### src/rtl/ram_fifo_pkg.sv
// ============================================================================
// Module : ram_fifo_pkg
// Brief  : Shared defaults and RAM-port operation type for the RAM-backed FIFO.
// Rev    : 1.0 - initial release
// ============================================================================
`default_nettype none

package ram_fifo_pkg;

  localparam int DEF_WIDTH      = 46;
  localparam int DEF_DEPTH      = 32;
  localparam int DEF_ADDR_WIDTH = 5;
  localparam int COUNT_WIDTH    = 6;

  typedef enum logic [1:0] {
    OP_IDLE = 2'd0,
    OP_RD   = 2'd1,
    OP_WR   = 2'd2
  } op_t;

endpackage

`default_nettype wire

### src/rtl/ram_fifo_obuf.sv
// ============================================================================
// Module : ram_fifo_obuf
// Brief  : Two-entry output buffer with a registered head word.
// Rev    : 1.0 - initial release
// ============================================================================
`default_nettype none

module ram_fifo_obuf
  import ram_fifo_pkg::*;
#(
  parameter int WIDTH = DEF_WIDTH
) (
  input  logic             clk,
  input  logic             rst,
  input  logic             push,
  input  logic [WIDTH-1:0] data,
  input  logic             pop,
  output logic             valid,
  output logic [WIDTH-1:0] head,
  output logic [1:0]       cnt
);

  logic [WIDTH-1:0] r_head;
  logic [WIDTH-1:0] r_tail;
  logic [1:0]       r_cnt;
  logic             w_pop;
  logic             w_push;

  assign w_pop  = pop && (r_cnt != 2'd0);
  assign w_push = push && ((r_cnt != 2'd2) || w_pop);

  always_ff @(posedge clk) begin
    if (rst) begin
      r_head <= '0;
      r_tail <= '0;
      r_cnt  <= 2'd0;
    end else begin
      case ({w_push, w_pop})
        2'b10: begin
          if (r_cnt == 2'd0) r_head <= data;
          else               r_tail <= data;
          r_cnt <= r_cnt + 2'd1;
        end
        2'b01: begin
          r_head <= r_tail;
          r_cnt  <= r_cnt - 2'd1;
        end
        2'b11: begin
          // Count is unchanged; the incoming word goes behind whatever remains.
          if (r_cnt == 2'd1) begin
            r_head <= data;
          end else begin
            r_head <= r_tail;
            r_tail <= data;
          end
        end
        default: ;
      endcase
    end
  end

  assign valid = (r_cnt != 2'd0);
  assign head  = r_head;
  assign cnt   = r_cnt;

endmodule

`default_nettype wire

### src/rtl/ram_fifo_ctrl.sv
// ============================================================================
// Module : ram_fifo_ctrl
// Brief  : FIFO controller over one external single-port RAM plus a 2-entry
//          output buffer, arbitrating writes and reads round-robin.
// Rev    : 1.0 - initial release
// ============================================================================
`default_nettype none

module ram_fifo_ctrl
  import ram_fifo_pkg::*;
#(
  parameter int WIDTH      = DEF_WIDTH,
  parameter int DEPTH      = DEF_DEPTH,
  parameter int ADDR_WIDTH = DEF_ADDR_WIDTH
) (
  input  logic                   clk,
  input  logic                   rst,
  input  logic                   in_valid,
  output logic                   in_ready,
  input  logic [WIDTH-1:0]       in_data,
  output logic                   out_valid,
  input  logic                   out_ready,
  output logic [WIDTH-1:0]       out_data,
  output logic [COUNT_WIDTH-1:0] count,
  output logic                   ram_ce,
  output logic                   ram_we,
  output logic [ADDR_WIDTH-1:0]  ram_addr,
  output logic [WIDTH-1:0]       ram_wd,
  input  logic [WIDTH-1:0]       ram_rd
);

  localparam int   CNT_W     = $clog2(DEPTH + 1);
  localparam logic C_LAST_RD = 1'b0;
  localparam logic C_LAST_WR = 1'b1;

  logic [ADDR_WIDTH-1:0] r_wr_ptr;
  logic [ADDR_WIDTH-1:0] r_rd_ptr;
  logic [CNT_W-1:0]      r_ram_cnt;
  logic                  r_inflight;
  logic                  r_last_op;
  logic [ADDR_WIDTH-1:0] r_addr_hold;
  logic [WIDTH-1:0]      r_wd_hold;

  logic [1:0]            w_obuf_cnt;
  logic                  w_rd_want;
  logic                  w_wr_grant;
  logic                  w_pop;
  op_t                   w_op;

  function automatic logic [ADDR_WIDTH-1:0] f_ptr_inc(input logic [ADDR_WIDTH-1:0] ptr);
    if (ptr == ADDR_WIDTH'(DEPTH - 1)) f_ptr_inc = '0;
    else                               f_ptr_inc = ptr + ADDR_WIDTH'(1);
  endfunction

  // Reads only when the obuf can absorb the word, counting one still in flight.
  assign w_rd_want = !rst && (r_ram_cnt != '0)
                     && (({1'b0, w_obuf_cnt} + {2'b00, r_inflight}) < 3'd2);

  // Yielding to a pending read after a write gives round-robin under contention.
  assign in_ready   = !rst && (r_ram_cnt < CNT_W'(DEPTH))
                      && !(w_rd_want && (r_last_op == C_LAST_WR));
  assign w_wr_grant = in_valid && in_ready;

  always_comb begin
    w_op = OP_IDLE;
    if (w_wr_grant)     w_op = OP_WR;
    else if (w_rd_want) w_op = OP_RD;
  end

  always_comb begin
    ram_ce   = (w_op != OP_IDLE);
    ram_we   = (w_op == OP_WR);
    ram_addr = r_addr_hold;
    ram_wd   = r_wd_hold;
    case (w_op)
      OP_WR: begin
        ram_addr = r_wr_ptr;
        ram_wd   = in_data;
      end
      OP_RD: ram_addr = r_rd_ptr;
      default: ;
    endcase
  end

  always_ff @(posedge clk) begin
    if (rst) begin
      r_wr_ptr    <= '0;
      r_rd_ptr    <= '0;
      r_ram_cnt   <= '0;
      r_inflight  <= 1'b0;
      r_last_op   <= C_LAST_RD;
      r_addr_hold <= '0;
      r_wd_hold   <= '0;
    end else begin
      r_inflight <= (w_op == OP_RD);
      case (w_op)
        OP_WR: begin
          r_wr_ptr  <= f_ptr_inc(r_wr_ptr);
          r_ram_cnt <= r_ram_cnt + CNT_W'(1);
          r_last_op <= C_LAST_WR;
        end
        OP_RD: begin
          r_rd_ptr  <= f_ptr_inc(r_rd_ptr);
          r_ram_cnt <= r_ram_cnt - CNT_W'(1);
          r_last_op <= C_LAST_RD;
        end
        default: ;
      endcase
      if (w_op != OP_IDLE) begin
        r_addr_hold <= ram_addr;
        r_wd_hold   <= ram_wd;
      end
    end
  end

  assign w_pop = out_valid && out_ready;

  // RAM read data is captured only in the cycle after a read was issued.
  ram_fifo_obuf #(
    .WIDTH (WIDTH)
  ) u_obuf (
    .clk   (clk),
    .rst   (rst),
    .push  (r_inflight),
    .data  (ram_rd),
    .pop   (w_pop),
    .valid (out_valid),
    .head  (out_data),
    .cnt   (w_obuf_cnt)
  );

  assign count = COUNT_WIDTH'(r_ram_cnt) + COUNT_WIDTH'(r_inflight)
                 + COUNT_WIDTH'(w_obuf_cnt);

endmodule

`default_nettype wire

### config.mk
export PLATFORM = sky130hd
export DESIGN_NAME = ram_fifo_ctrl
export DESIGN_NICKNAME = d
export VERILOG_FILES = /design/src/rtl/ram_fifo_pkg.sv /design/src/rtl/ram_fifo_obuf.sv /design/src/rtl/ram_fifo_ctrl.sv
export SDC_FILE = /design/constraint.sdc
export NUM_CORES = 1
export LEC_CHECK = 0
export CAP_MARGIN = 10
export CORE_ASPECT_RATIO = 0.6
export CORE_MARGIN = 2
export CORE_UTILIZATION = 40
export CTS_CLUSTER_SIZE = 12
export DETAILED_ROUTE_END_ITERATION = 6
export GPL_TIMING_DRIVEN = 1
export MAX_ROUTING_LAYER = met4
export PLACE_DENSITY_LB_ADDON = 0.25
export SYNTH_ARGS = -nofsm -noshare
export SYNTH_HDL_FRONTEND = slang
export SYNTH_HIERARCHICAL = 1
export SYNTH_SLANG_ARGS = --single-unit
### constraint.sdc
create_clock -name clk -period 7.32 [get_ports clk]
set_clock_uncertainty 0.05 [all_clocks]
set_input_delay 1.464 -clock clk [delete_from_list [all_inputs] [get_ports clk]]
set_output_delay 1.464 -clock clk [all_outputs]
set_load 0.05 [all_outputs]
==> results of run 1 <==
## per-stage QoR
stage	total power [µW]	util	cells	area [µm²]	setup WS (ps)
detailed placement	3379	0.5309	1171	9193	1365
global placement	3363	0.5309	1171	9193	1404
global route	4501	0.5653	1203	9788	1205
floorplan	2785	-	785	7157	2510
finish	4253	0.5653	1203	9788	1379
CTS	4291	0.5653	1203	9788	1356
## where the power goes
group          leakage (µW)  internal [µW]  total [µW]  switching [µW]
Clock              0.000285            489         890             402
Sequential          0.00133           1100        1240             143
Combinational       0.00208            746        2120            1380
Total               0.00369           2330        4250            1920
## worst max-delay path, stage by stage
cell             delay, ps
clkdlybuf4s50_1        480
or3b_2                 500
a21o_4                 300
inv_4                  510
mux2_2                 430
clkdlybuf4s50_1        700
## final cells by class
class	instances	share of cell area
multi-input cells	556	0.3616
well taps	234	0.02991
clock buffers	18	0.04385
clock inverters	14	0.01700
repair buffers	205	0.2090
inverters	13	0.005241
flip-flops and latches	163	0.3334
## layout by cell type, fill, tap and decap left out, types with 10 or more instances in the layout
master	netlist	layout
and2b_1	11	11
nand2_1	115	115
mux2_4	10	10
a211oi_1	15	15
dfxtp_1	163	163
a21oi_1	72	72
ha_1	12	12
mux2_2	36	36
inv_1	12	12
nor2b_1	37	37
clkbuf_16	0	17
nor2_1	102	102
nor3_1	41	41
clkdlybuf4s50_1	0	201
nor4_2	32	32
## cells in the mapped netlist (2+ instances only)
cell type,instances
buf_2,20
nor4_2,32
a21oi_1,72
o21ai_0,6
and2_1,2
dfxtp_1,163
a21o_4,2
a211oi_1,15
nor2b_1,37
or4_1,2
a21o_1,3
a21oi_4,2
and3_1,3
a211o_1,2
fa_1,3
buf_1,2
mux2_2,36
a311oi_1,2
xnor2_1,6
nand3_1,3
buf_8,2
nor3_1,41
mux2_4,10
buf_6,3
clkbuf_1,20
buf_4,5
nor2_1,102
inv_1,12
nand2_1,115
a31oi_1,3
and2b_1,11
mux2i_1,6
nor4_1,9
ha_1,12
## flip-flops by register name, indices dropped and copies added (netlist names)
signal         count
r_addr_hold        5
r_inflight         1
r_last_op          1
r_ram_cnt          6
r_rd_ptr           5
r_wd_hold         46
r_wr_ptr           5
u_obuf/cnt         2
u_obuf/head       46
u_obuf/r_tail     46
## path summary, 6_finish.rpt
check | startpoint | to | slack [ps] | cells past startpoint
worst max-delay path | in_valid | ram_wd[24] | 1380 | 6
worst max register to register | r_inflight | r_ram_cnt[5] | 3970 | 10
worst min register to register | u_obuf/r_tail[33] | u_obuf/r_tail[33] | 410 | 2
worst min-delay path | u_obuf/r_tail[33] | u_obuf/r_tail[33] | 410 | 2
## per-layer routing
metal  vias to the layer above  track usage  part of all wire
met5                         -            -                 0
met4                         0      0.03542            0.0025
met3                         2      0.06215             0.082
met2                       185       0.3011              0.43
met1                      2779       0.2788              0.49
li1                       3020            -                 -
## cells by family (layout without fill, tap and decap cells)
logic type | Yosys count | count (layout) | synth area share
AND/OR/NAND/NOR | 369 | 369 | 0.2740
flip-flops | 163 | 163 | 0.4559
AO/OA/AOI/OAI | 113 | 113 | 0.09651
buffers and inverters | 66 | 250 | 0.04965
multiplexers | 52 | 52 | 0.08601
adder cells (fa/ha/maj) | 15 | 15 | 0.02937
XOR/XNOR | 7 | 7 | 0.008567
==> impl_metrics.env, run 1 <==
export IMPL_cts_hold_buf=0
export IMPL_dieArea_um2=19010
export IMPL_root_buffer="clkbuf_16"
export IMPL_netlist_area_um2=7157
export IMPL_synth_top_cell_by_area="dfxtp_1"
export IMPL_run_status="finished, final reports clean"
export IMPL_finalSetupTns_ps=0
export IMPL_cts_num_sinks=163
export IMPL_antenna_left=0
export IMPL_period_share=0.8116
export IMPL_ios=203
export IMPL_ys_types=55
export IMPL_cp_arrival_ps=4430
export IMPL_tightest_slew_ps=1047
export IMPL_cts_tree="yes"
export IMPL_grt_pass1_wl_mm=30.17
export IMPL_syn_avg_cell_area_um2=9.117
export IMPL_antenna_found_initial=0
export IMPL_synth_edf_count=0
export IMPL_ys_top_cells_by_area="dfxtp_1, nand2_1, mux2_2, nor4_2, nor2_1"
export IMPL_grt_overflow_total=0
export IMPL_routed_wl_mm=18.53
export IMPL_netlist_instances=785
export IMPL_setup_violations=0
export IMPL_post_cts_resized=0
export IMPL_drc=0
export IMPL_drt_iter0_drc=354
export IMPL_rows=37
export IMPL_leakagePower_uw=0.003693
export IMPL_htree_levels=4
export IMPL_fp_dieH_um=107.6
export IMPL_whs_ps=405.0
export IMPL_async_flop_share=0
export IMPL_grt_usage=0.2041
export IMPL_die_x_um=176.7
export IMPL_startpoint_type="primary input"
export IMPL_crit_path_end_kind="primary output"
export IMPL_ys_ff_latch=163
export IMPL_routabilityCongestion=0.7944
export IMPL_path_class="in2out"
export IMPL_hold_path_class="reg2reg"
export IMPL_ir_drop_mv=0.1719
export IMPL_drt_pass1_iter_count=4
export IMPL_slew_headroom=0.3009
export IMPL_first_global_vias=5918
export IMPL_vias=5986
export IMPL_vias_per_cell=4.976
export IMPL_grt_max_degree=90
export IMPL_synth_top_area_frac=0.4559
export IMPL_initial_core_util=0.4134
export IMPL_drive_above_1_share=0.1311
export IMPL_required_ps=5810
export IMPL_post_cts_buffers=0
export IMPL_dpl_hpwl_mm=11.98
export IMPL_drv_slew=0
export IMPL_ys_seq_area_frac=0.4559
export IMPL_period_needed_ps=5941
export IMPL_multiInputGateArea_um2=3540
export IMPL_wl_per_cell_um=15.40
export IMPL_cts_buffers=17
export IMPL_syn_nets=896
export IMPL_path_clk_slew_ps=70
export IMPL_area_growth_pct=36.77
export IMPL_clkLatencyLatePin_ps=410
export IMPL_cp_max_fo=49
export IMPL_finalHoldViolCount=0
export IMPL_num_antenna_cells=0
export IMPL_clock_path_buffers=2
export IMPL_yosysWarnings=6
export IMPL_fmax_mhz=168.3
export IMPL_synth_ff_type="dfxtp_1"
export IMPL_placement_io_buffers=202
export IMPL_seq_area_um2=3263
export IMPL_fillCellCount=1579
export IMPL_core_um2=17310
export IMPL_power_density_nw_per_um2=434.5
export IMPL_drv_cap=0
export IMPL_rsz0062_at_grt="no"
export IMPL_num_nets_final=1067
(Power assumes the default switching activity.)
==> inputs of run 2 (changes only) <==
- clock period: 7.32 -> 5.6 ns (I/O delays scaled with it)
==> run 2 against run 1 <==
Sequential share of layout area grew 0.28 points. First-iteration DRC count grew 5.9%. Cell count grew 0.42%. Hold slack gained 1.0 ps. Critical path type unchanged.
==> impl_metrics.env, run 2 (same netlist as run 1, synthesis figures left out) <==
export IMPL_finalSetupTns_ps=0
export IMPL_dieArea_um2=19010
export IMPL_grt_usage=0.1994
export IMPL_tightest_slew_ps=1044
export IMPL_initial_core_util=0.4134
export IMPL_drt_pass1_iter_count=4
export IMPL_wl_per_cell_um=15.21
export IMPL_antenna_left=0
export IMPL_finalHoldViolCount=0
export IMPL_final_cell_mix="clkdlybuf4s50_1, dfxtp_1, nand2_1"
export IMPL_period_needed_ps=5042
export IMPL_required_ps=4430
export IMPL_area_growth_pct=35.61
export IMPL_clock_path_buffers=2
export IMPL_hold_path_class="reg2reg"
export IMPL_ir_drop_mv=0.2180
export IMPL_cp_max_fo=31
export IMPL_drv_slew=0
export IMPL_drc=0
export IMPL_drv_cap=0
export IMPL_routed_wl_mm=18.38
export IMPL_rr_startpoint="u_obuf/cnt[1]"
export IMPL_setup_violations=0
export IMPL_core_um2=17310
export IMPL_rows=37
export IMPL_vias_per_cell=4.955
export IMPL_whs_ps=406.0
export IMPL_startpoint_type="primary input"
export IMPL_post_cts_resized=0
export IMPL_power_density_nw_per_um2=565.9
export IMPL_fp_dieH_um=107.6
export IMPL_fillCellCount=1570
export IMPL_cts_hold_buf=0
export IMPL_die_x_um=176.7
export IMPL_run_status="finished, final reports clean"
export IMPL_num_nets_final=1072
export IMPL_grt_overflow_total=0
export IMPL_clkLatencyLatePin_ps=410
export IMPL_final_common_cell="clkdlybuf4s50_1"
export IMPL_ios=203
export IMPL_path_clk_slew_ps=60
export IMPL_drive_above_1_share=0.1715
export IMPL_fmax_mhz=198.3
export IMPL_cts_num_sinks=163
export IMPL_hp_start="u_obuf/r_tail[18]"
export IMPL_num_antenna_cells=0
export IMPL_seq_area_um2=3263
export IMPL_cts_buffers=17
export IMPL_cp_arrival_ps=3870
export IMPL_cp_startpoint="in_valid"
export IMPL_grt_pass1_wl_mm=29.28
export IMPL_path_class="in2out"
export IMPL_drt_iter0_drc=375
export IMPL_root_buffer="clkbuf_16"
export IMPL_antenna_found_initial=0
export IMPL_utilization=0.5606
export IMPL_post_cts_buffers=0
export IMPL_multiInputGateArea_um2=3540
export IMPL_rsz0062_at_grt="no"
export IMPL_dpl_hpwl_mm=12.27
export IMPL_placement_io_buffers=202
export IMPL_vias=5986
export IMPL_leakagePower_uw=0.003766
export IMPL_p_total_uw=5492
export IMPL_first_global_vias=5638
export IMPL_period_share=0.9004
export IMPL_htree_levels=4
export IMPL_grt_max_degree=88
export IMPL_routabilityCongestion=0.7794
export IMPL_cts_tree="yes"
export IMPL_crit_path_end_kind="primary output"
export IMPL_slew_headroom=0.3039
run 2: cell type report:
cell class / instances / area share
Sequential cell: 163 / 0.3362
Timing Repair Buffer: 210 / 0.2056
Clock inverter: 14 / 0.01379
Multi-Input combinational cell: 556 / 0.3647
Tap cell: 234 / 0.03017
Clock buffer: 18 / 0.04422
Inverter: 13 / 0.005286
run 2: path summary, 6_finish.rpt:
| check | endpoint | slack, ps | cells past startpoint |
|---|---|---|---|
| min | u_obuf/r_tail[18] | 410 | 2 |
| min reg2reg | u_obuf/r_tail[18] | 410 | 2 |
| max | ram_wd[39] | 560 | 6 |
| max reg2reg | u_obuf/r_tail[11] | 2510 | 8 |
run 2: layer usage:
| metal | global-route usage | wire length (µm) | up-vias |
|---|---|---|---|
| met5 | - | 0 | - |
| met3 | 0.06073 | 1383 | 9 |
| met2 | 0.2813 | 7616 | 192 |
| li1 | - | - | 3029 |
| met4 | 0.03424 | 102 | 0 |
| met1 | 0.2827 | 9275 | 2756 |
run 2: where the power goes:
group	switching, µW	internal [µW]
Clock	527	592
Combinational	1790	968
Sequential	182	1430
run 2: stage by stage:
| stage | instance area (µm²) | std cells | setup slack, ps |
|---|---|---|---|
| floorplan | 7157 | 785 | 1478 |
| global placement | 9143 | 1176 | 553.4 |
| detailed placement | 9143 | 1176 | 541.7 |
| CTS | 9706 | 1208 | 536.8 |
| global route | 9706 | 1208 | 444.2 |
| finish | 9706 | 1208 | 557.5 |
run 2: critical path, cell delays in order:
cell and delay, ps:
clkdlybuf4s50_1 470, or3b_2 510, a21o_4 300, inv_4 370
mux2_2 400, clkdlybuf4s50_1 700
==> inputs of run 3 (changes only) <==
- GPL_TIMING_DRIVEN: 1 -> 0
- PLACE_DENSITY: default -> 0.68
- PLACE_DENSITY_LB_ADDON: 0.25 -> default
- SYNTH_HIERARCHICAL: 1 -> default
==> run 3 against run 2 <==
Power grew 6.4%. Sequential share of layout area down 0.50 points. Critical endpoint is now ram_wd[13]. Critical path depth grew 2. Highest routed layer unchanged. Sequential cell count unchanged. Die area down 3.6%. Register-to-register slack got worse by 170 ps.
==> impl_metrics.env, run 3 <==
export IMPL_cts_num_sinks=163
export IMPL_netlist_instances=733
export IMPL_post_cts_buffers=0
export IMPL_die_x_um=173.5
export IMPL_utilization=0.5799
export IMPL_critPathSlowestCell="clkdlybuf4s50_1"
export IMPL_leakagePower_uw=0.003925
export IMPL_r2r_cells=9
export IMPL_routed_wl_mm=19.09
export IMPL_vias=5857
export IMPL_ir_drop_mv=0.1969
export IMPL_internal_power_uw=3260
export IMPL_tightest_slew_ps=749.9
export IMPL_slowest_delay_ps=720
export IMPL_synth_top_area_frac=0.4734
export IMPL_area_growth_pct=42.95
export IMPL_slew_headroom=0.5001
export IMPL_cp_arrival_ps=3800
export IMPL_htree_levels=4
export IMPL_clkLatencyLatePin_ps=410
export IMPL_ys_top_cells_by_area="dfxtp_1, mux2i_1, a211oi_1, mux2_2, nand2_1"
export IMPL_grt_max_degree=17
export IMPL_drv_cap=0
export IMPL_ios=203
export IMPL_drt_iter0_drc=358
export IMPL_swShare=0.4419
export IMPL_ys_types=44
export IMPL_post_cts_resized=0
export IMPL_vias_per_cell=4.869
export IMPL_path_clk_slew_ps=70
export IMPL_drv_slew=0
export IMPL_crit_path_end_kind="primary output"
export IMPL_placedInstanceArea_um2=9208
export IMPL_crit_family="buffers and inverters"
export IMPL_grt_pass1_wl_mm=30.10
export IMPL_drc=0
export IMPL_cp_common_cell="clkdlybuf4s50_1"
export IMPL_antenna_found_initial=1
export IMPL_fp_dieH_um=105.7
export IMPL_run_status="finished, final reports clean"
export IMPL_placedCellCount=1169
export IMPL_antenna_left=0
export IMPL_period_needed_ps=4974
export IMPL_startpoint_type="primary input"
export IMPL_async_flop_share=0
export IMPL_placement_io_buffers=202
export IMPL_design_area_um2=9853
export IMPL_yosysWarnings=0
export IMPL_initial_core_util=0.4057
export IMPL_fmax_mhz=201.1
export IMPL_hold_path_class="reg2reg"
export IMPL_cp_buffers_inverters=5
export IMPL_rsz0062_at_grt="no"
export IMPL_finalHoldViolCount=0
export IMPL_synth_ff_type="dfxtp_1"
export IMPL_period_share=0.8882
export IMPL_routabilityCongestion=0.8350
export IMPL_cts_tree="yes"
export IMPL_drt_pass1_iter_count=5
export IMPL_root_buffer="clkbuf_16"
export IMPL_cts_buffers=17
export IMPL_clkPwrFrac=0.216
export IMPL_synth_top_cell_by_area="dfxtp_1"
export IMPL_core_um2=16990
export IMPL_ys_ff_latch=163
export IMPL_syn_avg_cell_area_um2=9.404
export IMPL_dieArea_um2=18330
export IMPL_synthMostInstantiatedCell="dfxtp_1"
export IMPL_finalSetupTns_ps=0
export IMPL_setup_violations=0
export IMPL_synth_edf_count=0
export IMPL_final_cell_mix="clkdlybuf4s50_1, dfxtp_1, nand2_1"
export IMPL_crit_chain="clkdlybuf4s50_1 -> or3b_2 -> a21o_4 -> inv_2 -> buf_6 -> buf_8 -> mux2_4 -> clkdlybuf4s50_1"
export IMPL_p_total_uw=5842
export IMPL_final_cell_count_no_fill=1203
export IMPL_first_global_vias=5670
export IMPL_wl_per_cell_um=15.87
export IMPL_combPwrFrac=0.501
export IMPL_ys_seq_area_frac=0.4734
export IMPL_cts_hold_buf=0
export IMPL_netlist_area_um2=6893
export IMPL_rows=37
export IMPL_cp_max_fo=10
export IMPL_grt_usage=0.2152
export IMPL_synth_common_cells="dfxtp_1, nand2_1, a21oi_1"
export IMPL_grt_overflow_total=0
export IMPL_drive_above_1_share=0.09721
export IMPL_power_density_nw_per_um2=592.9
export IMPL_cp_depth=8
export IMPL_path_class="in2out"
export IMPL_clock_path_buffers=2
export IMPL_num_nets_final=1065
export IMPL_syn_nets=844
export IMPL_required_ps=4430
export IMPL_hold_path_cell_count=2
export IMPL_switchingPower_uw=2582
export IMPL_seqPwrFrac=0.282
export IMPL_final_common_cell="clkdlybuf4s50_1"
export IMPL_dpl_hpwl_mm=13.93
==> run 3: per-stage QoR <==
stage,worst slack [ps],hold slack (ps)
6_report,626.2,403.1
3_3_place_gp,606.0,390.6
4_1_cts,601.3,404.8
5_1_grt,524.3,415.7
3_5_place_dp,607.0,396.2
2_1_floorplan,1618,385.7
==> run 3: path summary, 6_finish.rpt <==
check | startpoint | end | slack (ps)
worst min-delay path | u_obuf.r_tail[17] | u_obuf.r_tail[17] | 400
worst max-delay path | rst | ram_wd[13] | 630
worst min register to register | u_obuf.r_tail[17] | u_obuf.r_tail[17] | 400
worst max register to register | r_ram_cnt[5] | r_ram_cnt[5] | 2340
==> run 3: worst register-to-register path, delay by kind of cell (launching register included) <==
family	cells	cell delay, ps
adders and majority gates	1	340
DFF	1	390
and+or+nand+nor	1	550
AOI/OAI and AO/OA	6	1600
buffers and inverters	1	230
==> run 3: power by group through the flow <==
stage	Sequential [µW]	Clock, µW	Combinational [µW]
2_1_floorplan	2220	0	1450
5_1_grt	1690	1340	3120
3_5_place_dp	1670	0	2930
6_report	1650	1260	2930
3_3_place_gp	1670	0	2900
4_1_cts	1650	1290	2940
==> run 3: area by class of cell <==
class / count / area (µm²)
plain buffers: 52 / 234.0
clock buffers: 19 / 442.9
repair buffers: 202 / 2022
clock inverters: 13 / 197.7
multi-input cells: 505 / 3347
inverters: 13 / 48.80
diodes: 2 / 5.005
well taps: 234 / 292.8
fillers: 1555 / 7137
flip-flops and latches: 163 / 3263
==> run 3: logic make-up after synthesis <==
group                    Yosys count  synth area share
buffers and inverters             65           0.04102
AND/OR/NAND/NOR                  238            0.1557
multiplexers                      98            0.1561
adder cells (fa/ha/maj)           15           0.03050
flip-flops                       163            0.4734
AO/OA/AOI/OAI                    147            0.1343
XOR/XNOR                           7          0.008895
==> run 3: routing by layer <==
| layer | global-route usage | part of all wire | vias to the layer above |
|---|---|---|---|
| met5 | - | 0 | - |
| met4 | 0.05085 | 0.0073 | 0 |
| met3 | 0.06999 | 0.080 | 10 |
| met2 | 0.3011 | 0.41 | 194 |
| met1 | 0.2990 | 0.51 | 2682 |
| li1 | - | - | 2971 |
